<file path="config.mk">
export PLATFORM = sky130hd
export DESIGN_NAME = fetch_unit
export DESIGN_NICKNAME = d
export VERILOG_FILES = /design/src/rtl/fetch_pkg.sv /design/src/rtl/fetch_queue.sv /design/src/rtl/fetch_unit.sv
export SDC_FILE = /design/constraint.sdc
export NUM_CORES = 1
export LEC_CHECK = 0
export ABC_AREA = 1
export BUFFER_PORTS_ARGS = -buffer_cell sky130_fd_sc_hd__buf_4
export CORE_MARGIN = 3
export CORE_UTILIZATION = 63
export DETAILED_ROUTE_END_ITERATION = 12
export GPL_TIMING_DRIVEN = 0
export PLACE_DENSITY_LB_ADDON = 0.1
export SLEW_MARGIN = 20
export SYNTH_ARGS = -nofsm -noshare
export SYNTH_HDL_FRONTEND = slang
export SYNTH_SLANG_ARGS = --single-unit
</file>
<file path="constraint.sdc">
create_clock -name clk -period 5.1 [get_ports clk]
set_input_delay 0.51 -clock clk [delete_from_list [all_inputs] [get_ports clk]]
set_output_delay 0.51 -clock clk [all_outputs]
set_load 0.005 [all_outputs]
</file>
<file path="src/rtl/fetch_pkg.sv">
// Shared types and constants for the instruction-fetch slice: queue entry
// layout, datapath width and the default boot address.
package fetch_pkg;

  localparam int XLEN = 32;
  localparam logic [XLEN-1:0] RESET_PC_DEFAULT = 32'h8000_0000;

  typedef struct packed {
    logic [XLEN-1:0] pc;
    logic [XLEN-1:0] instr;
    logic            filled;
  } fetch_entry_t;

  // Sequential fetch address; wraps naturally at 2^32.
  function automatic logic [XLEN-1:0] pc_next(input logic [XLEN-1:0] pc);
    return pc + 32'd4;
  endfunction

endpackage

</file>
<file path="src/rtl/fetch_queue.sv">
// In-order circular buffer of fetch entries. Entries are allocated at grant,
// filled in grant order as responses return, and popped in order once filled.
module fetch_queue
  import fetch_pkg::*;
#(
  parameter int QDEPTH = 4,
  localparam int PW = $clog2(QDEPTH) + 1
) (
  input  logic            clk,
  input  logic            rst_n,
  input  logic            flush,
  input  logic            alloc_en,
  input  logic [XLEN-1:0] alloc_pc,
  input  logic            fill_en,
  input  logic [XLEN-1:0] fill_instr,
  input  logic            pop_en,
  output logic [PW-1:0]   allocated,
  output logic [PW-1:0]   unreturned,
  output logic            head_valid,
  output logic [XLEN-1:0] head_pc,
  output logic [XLEN-1:0] head_instr
);

  localparam int IW = $clog2(QDEPTH);

  fetch_entry_t entries [QDEPTH];
  fetch_entry_t head;
  logic [PW-1:0] alloc_ptr;
  logic [PW-1:0] fill_ptr;
  logic [PW-1:0] pop_ptr;
  logic          do_fill;
  logic          do_pop;

  // Pointers carry one extra wrap bit so full and empty are distinguishable.
  assign allocated  = alloc_ptr - pop_ptr;
  assign unreturned = alloc_ptr - fill_ptr;
  assign head       = entries[pop_ptr[IW-1:0]];
  assign head_valid = (allocated != '0) && head.filled;
  assign head_pc    = head_valid ? head.pc    : '0;
  assign head_instr = head_valid ? head.instr : '0;

  assign do_fill = fill_en && (unreturned != '0);
  assign do_pop  = pop_en && head_valid;

  always_ff @(posedge clk) begin
    if (!rst_n) begin
      alloc_ptr <= '0;
      fill_ptr  <= '0;
      pop_ptr   <= '0;
      for (int i = 0; i < QDEPTH; i++) entries[i] <= '0;
    end else if (flush) begin
      // Stale filled flags are harmless: allocation clears them on reuse.
      alloc_ptr <= '0;
      fill_ptr  <= '0;
      pop_ptr   <= '0;
    end else begin
      if (alloc_en) begin
        entries[alloc_ptr[IW-1:0]].pc     <= alloc_pc;
        entries[alloc_ptr[IW-1:0]].instr  <= '0;
        entries[alloc_ptr[IW-1:0]].filled <= 1'b0;
        alloc_ptr <= alloc_ptr + PW'(1);
      end
      if (do_fill) begin
        entries[fill_ptr[IW-1:0]].instr  <= fill_instr;
        entries[fill_ptr[IW-1:0]].filled <= 1'b1;
        fill_ptr <= fill_ptr + PW'(1);
      end
      if (do_pop) begin
        pop_ptr <= pop_ptr + PW'(1);
      end
    end
  end

endmodule

</file>
<file path="src/rtl/fetch_unit.sv">
// Instruction-fetch initiator: owns the PC, issues in-order word requests,
// queues returned words with their PCs and hands them to decode.
module fetch_unit
  import fetch_pkg::*;
#(
  parameter logic [XLEN-1:0] RESET_PC = RESET_PC_DEFAULT,
  parameter int              QDEPTH   = 4
) (
  input  logic            clk,
  input  logic            rst_n,
  input  logic            redirect_valid,
  input  logic [XLEN-1:0] redirect_pc,
  output logic            imem_req,
  output logic [XLEN-1:0] imem_addr,
  input  logic            imem_gnt,
  input  logic            imem_rvalid,
  input  logic [XLEN-1:0] imem_rdata,
  output logic            id_valid,
  output logic [XLEN-1:0] id_pc,
  output logic [XLEN-1:0] id_instr,
  input  logic            id_ready
);

  localparam int PW = $clog2(QDEPTH) + 1;

  // Handshakes: a request transfers when imem_req && imem_gnt; responses
  // return in grant order on imem_rvalid; decode takes the head on
  // id_valid && id_ready. A redirect withdraws any ungranted request.
  logic [XLEN-1:0] pc;
  logic [PW-1:0]   drop_cnt;
  logic [PW-1:0]   allocated;
  logic [PW-1:0]   unreturned;
  logic            grant;
  logic            drop_resp;
  logic            fill_en;
  logic            pop_en;

  assign imem_req  = rst_n && !redirect_valid && (allocated < PW'(QDEPTH));
  assign imem_addr = pc;
  assign grant     = imem_req && imem_gnt;
  assign drop_resp = imem_rvalid && (drop_cnt != '0);
  assign fill_en   = imem_rvalid && (drop_cnt == '0) && !redirect_valid;
  assign pop_en    = id_valid && id_ready && !redirect_valid;

  always_ff @(posedge clk) begin
    if (!rst_n) begin
      pc       <= RESET_PC;
      drop_cnt <= '0;
    end else if (redirect_valid) begin
      // Every response still owed to the old stream must be swallowed,
      // minus the one arriving right now.
      pc       <= redirect_pc;
      drop_cnt <= drop_cnt + unreturned - PW'(imem_rvalid);
    end else begin
      if (grant) pc <= pc_next(pc);
      if (drop_resp) drop_cnt <= drop_cnt - PW'(1);
    end
  end

  fetch_queue #(.QDEPTH(QDEPTH)) u_queue (
    .clk        (clk),
    .rst_n      (rst_n),
    .flush      (redirect_valid),
    .alloc_en   (grant),
    .alloc_pc   (pc),
    .fill_en    (fill_en),
    .fill_instr (imem_rdata),
    .pop_en     (pop_en),
    .allocated  (allocated),
    .unreturned (unreturned),
    .head_valid (id_valid),
    .head_pc    (id_pc),
    .head_instr (id_instr)
  );

endmodule
</file>
## Word level (Yosys, flattened, before mapping)

Memory sizes are Yosys's and may differ from the RTL's. A register that Yosys moved wholly into a read port is not among the register bits.
Index checks and enable logic that the tools add are counted.

- Add/sub/neg operators: 9
- $mul: 0
- Divide/modulo/power cells: 0
- Order comparisons: 1
- Equality and inequality tests: 0
- Shift-type cells: 0
- Mux-type cells: 23
- Bitwise gates (word level): 1
- Reduce and logical (&&, ||, !) cells: 21

Operator list:

| operator | number |
|---|---|
| 65-bit 2-to-1 mux | 2 |
| 65-bit OR reduction | 2 |
| 32-bit 2-to-1 mux | 4 |
| 32-bit by 3-bit adder with 32-bit output, second input constant | 1 |
| 1-bit logical AND | 11 |
| 1-bit 2-to-1 mux | 10 |
| 2-bit 2-to-1 mux | 5 |
| 3-bit by 1-bit adder with 3-bit output, second input constant | 3 |
| 3-bit nonzero test | 3 |
| 3-bit 2-to-1 mux | 2 |
| 3-bit subtractor | 2 |
| 2-bit nonzero test | 2 |
| 3-bit adder | 1 |
| 3-bit logical NOT | 1 |
| 3-bit less-than comparator, second input constant | 1 |
| 3-bit by 1-bit subtractor with 3-bit output | 1 |
| 3-bit by 1-bit subtractor with 3-bit output, second input constant | 1 |
| 2-bit OR reduction | 1 |
| 1-bit logical NOT | 1 |
| 1-bit inverter | 1 |

- Bits in registers: 44
- Bits in latches: 0
- RAM bits: 260
- Bits in read-only memories: 0
- Input bits: 70
- Output and inout bits: 98
- Memories: 1

Memory list:

| name | words | width | rd ports | clocked after memory_dff | write ports | line | source |
|---|---|---|---|---|---|---|---|
| u_queue.entries | 4 | 65 | 1 | 1 | 4 | fetch_queue.sv:26 | `fetch_entry_t entries [QDEPTH];` |

## Logic depth before layout (Yosys ltp)

Gate-level depths: netlist (run 1).

- Depth in word-level cells: 10
- Mapped depth: 14

## Hierarchy

A second synthesis (run 1) with hierarchy kept.

- Cell total of the unflattened synthesis: 1,624
- Area total of the unflattened synthesis: 14,873.0 um^2

By module, submodules not included:

| module | times used | cells each | area each (um^2) | seq. area each (um^2) |
|---|---|---|---|---|
| fetch_queue | 1 | 1,230 | 12,336.8 | 7,987.7 |
| fetch_unit | 1 | 394 | 2,536.2 | 700.7 |

## Worst setup path before layout (run 1)

No wires, ideal clock.

- Path kind: reg-to-reg
- Start: register u_queue.alloc_ptr[0]
- End: memory u_queue.entries[3][10] (netlist name), enable pin
- Library setup time: 0.389 ns
- Arrival: 2.809 ns
- Data required time: 4.711 ns
- Path slack: 1.901 ns
- Cell stages (with the launch flop): 12
- Buffers on the path: 1
- Period minus slack after synthesis: 3.199 ns
- Cell sequence: dfxtp_1 > inv_1 > ha_1 > fa_1 > xor2_1 > xor2_1 > nand2_2 > nand2_4 > nor2_4 > nand2_4 > buf_6 > nand2_1

RTL lines:

| element | line | source |
|---|---|---|
| start: declaration | fetch_queue.sv:28 | `logic [PW-1:0] alloc_ptr;` |
| start signal: assignment | fetch_queue.sv:61 | `alloc_ptr <= alloc_ptr + PW'(1);` |
| end: declaration | fetch_queue.sv:26 |  |

==> impl_metrics.csv, run 1 <==
group,metric,value,unit
outcome,status,"finished clean",
drt,antenna_left,0,
finish,antenna_cells,0,
yosys,synth_flop_cell,"edfxtp_1",
floorplanning,die_w,159,um
floorplanning,start_util,64.7,%
finish,nets,1944,
global_routing,grt_pass1_vias,11918,
sta,drv_slew,0,
clock_tree,postCtsHoldBufs,0,
drt,vias_per_cell,5.64,
clock_tree,clkLatencyLatePin,0.58,ns
setup_path,start_kind,"flip-flop",
place,place.gp.congestion,0.964,
yosys,syn_area,14700,sq um
yosys,synth_edf_count,256,
sta,final-setup-viol-count,0,
yosys,ys_async_sr_fraction,0,%
drt,finalWirelength,40700,um
drt,wl_per_cell,18.5,um
global_routing,grt_use_total,31.7,%
power_and_ir_drop,switchingPower,1.28,mW
place,post-place-cells,2137,
floorplanning,num_io_pins,168,
sta,fmax,270,MHz
finish,design_area,17500,sq um
yosys,synthDistinctLibCells,32,
setup_path,critPathMaxFanout,32,
floorplanning,num_rows,55,
clock_tree,htreeDepth,1,
sta,grt_setup_unrepaired,"no",
sta,tightestPinTransition,0.993,ns
power_and_ir_drop,sequentialPowerShare,53.1,%
setup_path,cp_slowest_cell,"nand3_2",
power_and_ir_drop,p_total,5.42,mW
floorplanning,fp.dieArea,25300,sq um
setup_path,worstPathArrival,3.72,ns
yosys,synth.yosys.seq_area_share,59.0,%
global_routing,grt_max_degree,33,
floorplanning,core_area,22800,sq um
clock_tree,cts_resized,0,
power_and_ir_drop,leakage,7.12,nW
sta,finalCriticalPeriod,3.71,ns
yosys,synth-seq-cells,306,
power_and_ir_drop,p_int,4.15,mW
sta,timing.final.crit_share,72.7,%
clock_tree,cts_buffers,31,
yosys,synth_top_area_share,52.2,%
yosys,yosys.area.top_type,"edfxtp_1",
yosys,synth_area_leaders,"edfxtp_1 (52%), nor2_1 (15%), dfxtp_1 (6.8%), o21ai_0 (5.2%), nand2_1 (4.8%)",
place,portBuffers,167,
setup_path,end_kind,"flip-flop",
drt,dr_total_vias,12372,
yosys,syn_nets,1740,
sta,finalHoldViolations,0,
clock_tree,cts_root_buf,"clkbuf_16",
clock_tree,cts.sinks,306,
setup_path,cpPeakStageDelay,0.74,ns
yosys,yosysWarnings,0,
global_routing,antenna_found_initial,0,
place,dpl_cell_area,16500,sq um
power_and_ir_drop,vdd_drop_max,0.000332,V
global_routing,grt_util_met1,45.1,%
drt,drt_pass1_iterations,6,
global_routing,met2_usage,51.4,%
worst_hold_path,hp-class,"in -> reg",
finish,areaGrowthSynthToFinish,18.5,%
global_routing,busiest_layer,"met2",
setup_path,critPathKind,"reg -> reg",
floorplanning,die_height,159,um
finish,finalNonFillerCells,2195,
clock_tree,cts_setup_buffers,0,
power_and_ir_drop,swShare,23.5,%
global_routing,grt_overflow,0,
setup_path,path_cells,"inv_1 > ha_1 > fa_1 > xor2_1 > xor2_1 > nand2_2 > nand2_4 > nor2_4 > nand2_4 > buf_6 > nand3_2",
drt,drc,0,
clock_tree,clk_pin_slew,0.06,ns
clock_tree,cts_buffer_depth,3,
setup_path,required,5.11,ns
global_routing,grt_pass1_wl,63600,um
sta,max-slew-margin-rel,33.7,%
job,drv_cap,0,
power_and_ir_drop,power_frac_clock,39.8,%
sta,fin_tns_setup,0,ns
drt,drtIter0Drc,1526,
global_routing,grt_use_met3,4.88,%
yosys,synth.avg_cell_area,8.91,sq um
place,place_hpwl,27700,um
power_and_ir_drop,pwr_density_cell,311,nW/um^2
finish,drive_above_1_share,15.4,%
power_and_ir_drop,power_frac_comb,7.1,%
clock_tree,cts_tree,"built",
sta,clock-skew-final,0.0135,ns
yosys,syn_inst,1653,
## path summary, 6_finish.rpt
path                                             from                     to  slack [ns]  cells after the start
worst min register to register  u_queue.entries[3][0]  u_queue.entries[3][0]        0.44                      2
worst max register to register   u_queue.alloc_ptr[0]  u_queue.entries[1][6]        1.39                     11
worst min-delay path                  redirect_pc[31]          imem_addr[31]        0.20                      3
worst max-delay path             u_queue.alloc_ptr[0]  u_queue.entries[1][6]        1.39                     11
## critical path, delay by kind of cell, from the launching register on
kind / cells / cell delay, ns
AND/OR/NAND/NOR: 5 / 1.20
adder cells (fa/ha/maj): 2 / 0.62
XOR/XNOR: 2 / 0.48
flip-flops: 1 / 0.44
buffers and inverters: 2 / 0.39
## final cells by class
class,count,area [sq um]
inverters,108,405
clock buffers,43,861
flip-flops and latches,306,8690
multi-input cells,1149,5110
clock inverters,15,105
plain buffers,90,541
fillers,1595,5320
repair buffers,171,1360
well taps,313,392
## power groups by stage
stage	Sequential (mW)	Combinational (mW)	Clock [mW]
after global placement	2.93	0.354	0
final	2.88	0.386	2.16
after floorplan	2.91	0.214	0
after CTS	2.88	0.383	2.16
after global routing	2.89	0.427	2.26
after detailed placement	2.93	0.380	0
## metal layers
layer	wire, um	vias up	share of wire [%]
li1	-	5839	-
met1	16600	5782	41
met2	19100	659	47
met3	3870	92	9.5
met4	1120	0	2.7
met5	0	-	0
## synthesized netlist by cell type, types with 4 or more instances
library cell  number
clkbuf_1          29
a21oi_1          104
buf_2             24
edfxtp_1         256
xor2_1             9
inv_1            103
dfxtp_1           50
ha_1              15
xnor2_1            4
nand2_1          188
buf_1             14
nor2_1           591
o21ai_0          153
nand3_1           50
inv_2              4
nand2_4            7
buf_6             23
nand4_1            7
## stage by stage
stage               worst slack (ns)  hold slack, ns  util [%]
floorplan                       1.90           0.414         -
global placement                1.26           0.426      71.9
detailed placement              1.41           0.430      72.4
CTS                             1.38           0.188      76.6
global route                    1.18           0.216      76.6
finish                          1.39           0.203      76.6
## registers in the layout, indices dropped and copies added, names as in the netlist, named ones only
register           flops
u_queue.pop_ptr        3
u_queue.alloc_ptr      3
u_queue.entries      260
drop_cnt               3
imem_addr             32
u_queue.fill_ptr       3
## kinds of logic (layout without fill, tap and decap cells)
| family | Yosys count | after routing | share of synthesized area, % |
|---|---|---|---|
| fa+ha+maj | 17 | 17 | 1.55 |
| flops | 306 | 306 | 59.0 |
| buf+inv | 198 | 427 | 6.42 |
| compound gates | 263 | 263 | 9.04 |
| simple gates | 856 | 856 | 23.2 |
| xor+xnor | 13 | 13 | 0.773 |
## cell usage in the layout, fill, tap and decap left out, types with 2 or more instances in the layout
cell type   synthesis  routed
clkinv_1            1       5
a21oi_1           104     104
nand2_4             7       7
clkinv_4            0       3
nor3_1              3       3
dfxtp_1            50      50
clkbuf_1           29      37
nand3_1            50      50
o21ai_0           153     153
xnor2_1             4       4
buf_4               0     167
clkbuf_16           0      31
fa_1                2       2
nor2_1            591     591
buf_1              14      14
nand2_1           188     184
buf_6              23      23
edfxtp_1          256     256
clkinvlp_4          0       2
inv_2               4       5
clkbuf_8            0       4
clkinv_2            0       4
a21boi_0            2       2
xor2_1              9       9
ha_1               15      15
inv_1             103     102
nand4_1             7       7
buf_2              24      24
nand3_2             3       3
buf_16              0       3
nand2_2             1       5
o21a_1              3       3
Note: power is estimated with default switching activity, not from simulation.
==> run 2: changes to the inputs <==
--- a/config.mk
+++ b/config.mk
@@ -5,10 +5,10 @@
 export SDC_FILE = /design/constraint.sdc
 export NUM_CORES = 1
 export LEC_CHECK = 0
-export ABC_AREA = 1
+export ABC_AREA = 0
 export BUFFER_PORTS_ARGS = -buffer_cell sky130_fd_sc_hd__buf_4
 export CORE_MARGIN = 3
-export CORE_UTILIZATION = 63
+export CORE_UTILIZATION = 53
 export DETAILED_ROUTE_END_ITERATION = 12
 export GPL_TIMING_DRIVEN = 0
 export PLACE_DENSITY_LB_ADDON = 0.1
==> constraint.sdc (replaced) <==
create_clock -name clk -period 3.04 [get_ports clk]
set_input_delay 0.304 -clock clk [delete_from_list [all_inputs] [get_ports clk]]
set_output_delay 0.304 -clock clk [all_outputs]
set_load 0.005 [all_outputs]
==> impl_metrics.csv, run 2 <==
group,metric,value,unit
clock_tree,cts.sinks,306,
clock_tree,htreeDepth,2,
finish,antenna_cells,0,
yosys,synth_adder_area_share,1.57,%
yosys,synth.yosys.seq_area_share,60.1,%
drt,drc,0,
drt,antenna_left,0,
setup_path,critPathKind,"reg -> reg",
yosys,synth_top_family_by_area,"simple AND/OR/NAND/NOR gates",
finish,top_register,"u_queue.entries",
clock_tree,cts_tree,"built",
place,dpl_cell_area,16300,sq um
place,place.gp.congestion,0.889,
drt,dr_total_vias,9537,
finish,final_util,66.9,%
setup_path,r2r_cells,6,
global_routing,grt_use_total,25.4,%
drt,wl_per_cell,22.4,um
sta,fin_tns_setup,0,ns
clock_tree,postCtsHoldBufs,0,
global_routing,antenna_found_initial,0,
sta,tightestPinTransition,0.896,ns
finish,design_area,17700,sq um
yosys,ys_async_sr_fraction,0,%
yosys,synth.avg_cell_area,13.7,sq um
finish,seqCellArea,8690,sq um
setup_path,cp_slowest_cell,"nor3_2",
yosys,synthXorXnorAreaFrac,1.24,%
place,place_hpwl,24200,um
job,drv_cap,0,
place,post-place-cells,1563,
sta,timing.final.crit_share,98.5,%
setup_path,path_cells,"ha_4 > nor2b_4 > nor3_4 > o21ai_4 > nor3_2 > or3_4",
finish,multi_input_area,5520,sq um
drt,drt_pass1_iterations,5,
power_and_ir_drop,vdd_drop_max,0.000424,V
yosys,synth-seq-cells,306,
floorplanning,die_w,171,um
worst_hold_path,hp-class,"in -> reg",
sta,grt_setup_unrepaired,"yes",
sta,clock-skew-final,0.0249,ns
yosys,synth_compound_area_share,5.45,%
setup_path,worstPathArrival,3.16,ns
setup_path,required,3.21,ns
clock_tree,clk_pin_slew,0.06,ns
worst_hold_path,whs_path_depth,3,
finish,largest_register_ffs,260,
yosys,synth_edf_count,256,
global_routing,grt_overflow,0,
floorplanning,num_io_pins,168,
sta,finalHoldViolations,0,
power_and_ir_drop,pwr_density_cell,553,nW/um^2
yosys,yosysMostFrequentCell,"and2_1",
setup_path,critPathMaxFanout,16,
yosys,synth_commonest_cells,"and2_1 (292), edfxtp_1 (256), mux4_2 (64), dfxtp_1 (50), clkbuf_1 (43)",
drt,finalWirelength,36600,um
yosys,synth_top_area_share,53.2,%
finish,n_fill_cell,1947,
yosys,yosys.area.top_type,"edfxtp_1",
floorplanning,core_area,26400,sq um
place,portBuffers,167,
floorplanning,fp.dieArea,29300,sq um
clock_tree,cts_root_buf,"clkbuf_16",
floorplanning,num_rows,59,
yosys,synth_area_leaders,"edfxtp_1 (53%), and2_1 (13%), mux4_2 (10%), dfxtp_1 (6.9%), ha_1 (1.3%)",
sta,whs,0.0367,ns
yosys,syn_inst,1054,
floorplanning,die_height,171,um
sta,postLayoutSetupSlackWorst,0.0452,ns
setup_path,start_kind,"flip-flop",
sta,final-setup-viol-count,0,
place,pre_cts_ws,-0.680,ns
clock_tree,cts_buffers,34,
finish,areaGrowthSynthToFinish,22.3,%
clock_tree,clkLatencyLatePin,0.52,ns
yosys,synthDistinctLibCells,65,
global_routing,grt_pass1_vias,9719,
clock_tree,cts_buffer_depth,3,
setup_path,cpPeakStageDelay,0.66,ns
global_routing,grt_max_degree,27,
sta,drv_slew,0,
floorplanning,start_util,54.7,%
yosys,synthSimpleGateAreaFrac,18.6,%
yosys,synth_mux_area_share,10.5,%
finish,finalNonFillerCells,1637,
finish,layout_commonest_cell,"and2_1",
yosys,synth_flop_cell,"edfxtp_1",
outcome,status,"finished clean",
yosys,syn_nets,1141,
yosys,yosysWarnings,0,
sta,finalCriticalPeriod,2.99,ns
finish,final_cell_mix,"and2_1 (292), edfxtp_1 (256), buf_4 (175)",
drt,vias_per_cell,5.83,
global_routing,grt_pass1_wl,56200,um
yosys,syn_area,14500,sq um
power_and_ir_drop,leakage,6.74,nW
finish,drive_above_1_share,28.9,%
sta,fmax,334,MHz
drt,drtIter0Drc,1033,
finish,nets,1363,
power_and_ir_drop,p_total,9.77,mW
sta,max-slew-margin-rel,40.3,%
setup_path,end_kind,"flip-flop",
-- run 2: cell type report --
type                    count  area share (%)
multi-input cells         661            31.2
clock inverters            15           0.948
inverters                  23           0.524
clock buffers              47            5.67
well taps                 335            2.37
flip-flops and latches    306            49.2
repair buffers            182            8.21
plain buffers              68            1.87
-- run 2: worst max-delay path, delay by kind of cell, from the launching register on --
kind / cells / cell delay (ns)
simple gates: 4 / 1.79
compound gates: 1 / 0.22
flops: 1 / 0.41
fa+ha+maj: 1 / 0.22
-- run 2: cells by family (layout without fill, tap and decap cells) --
kind of cell             after synthesis  after routing
AND/OR/NAND/NOR                      447            451
flip-flops                           306            306
AO/OA/AOI/OAI                        104            104
buffers and inverters                 91            335
multiplexers                          71             71
XOR/XNOR                              18             18
adder cells (fa/ha/maj)               17             17
-- run 2: layer usage --
layer	wire length (um)	GRT usage, %	up-vias
li1	-	-	4368
met1	15600	36.0	4700
met2	17500	41.8	404
met3	2720	3.86	65
met4	806	7.00	0
met5	0	0	-
-- run 2: what timing repair did --
action / CTS / global route
cloned: 4 / 0
pin swaps: 5 / 1
gates resized for setup: 27 / 15
endpoints found under the setup margin: 245 / 241
setup buffers: 2 / 6
-- run 2: final timing paths --
path / slack [ns] / from / to
setup reg to reg: 0.05 / u_queue.alloc_ptr[1] / u_queue.entries[1][23]
setup / recovery: 0.05 / u_queue.alloc_ptr[1] / u_queue.entries[1][23]
hold reg to reg: 0.46 / u_queue.entries[2][0] / u_queue.entries[2][0]
hold / removal: 0.04 / redirect_pc[0] / imem_addr[0]
-- run 2: power breakdown --
group / switching (mW) / leakage (nW) / internal (mW) / total (mW)
registers: 0.106 / 3.07 / 4.72 / 4.83
logic: 0.363 / 3.10 / 0.291 / 0.654
clock network: 1.64 / 0.577 / 2.64 / 4.29
total: 2.11 / 6.74 / 7.66 / 9.77
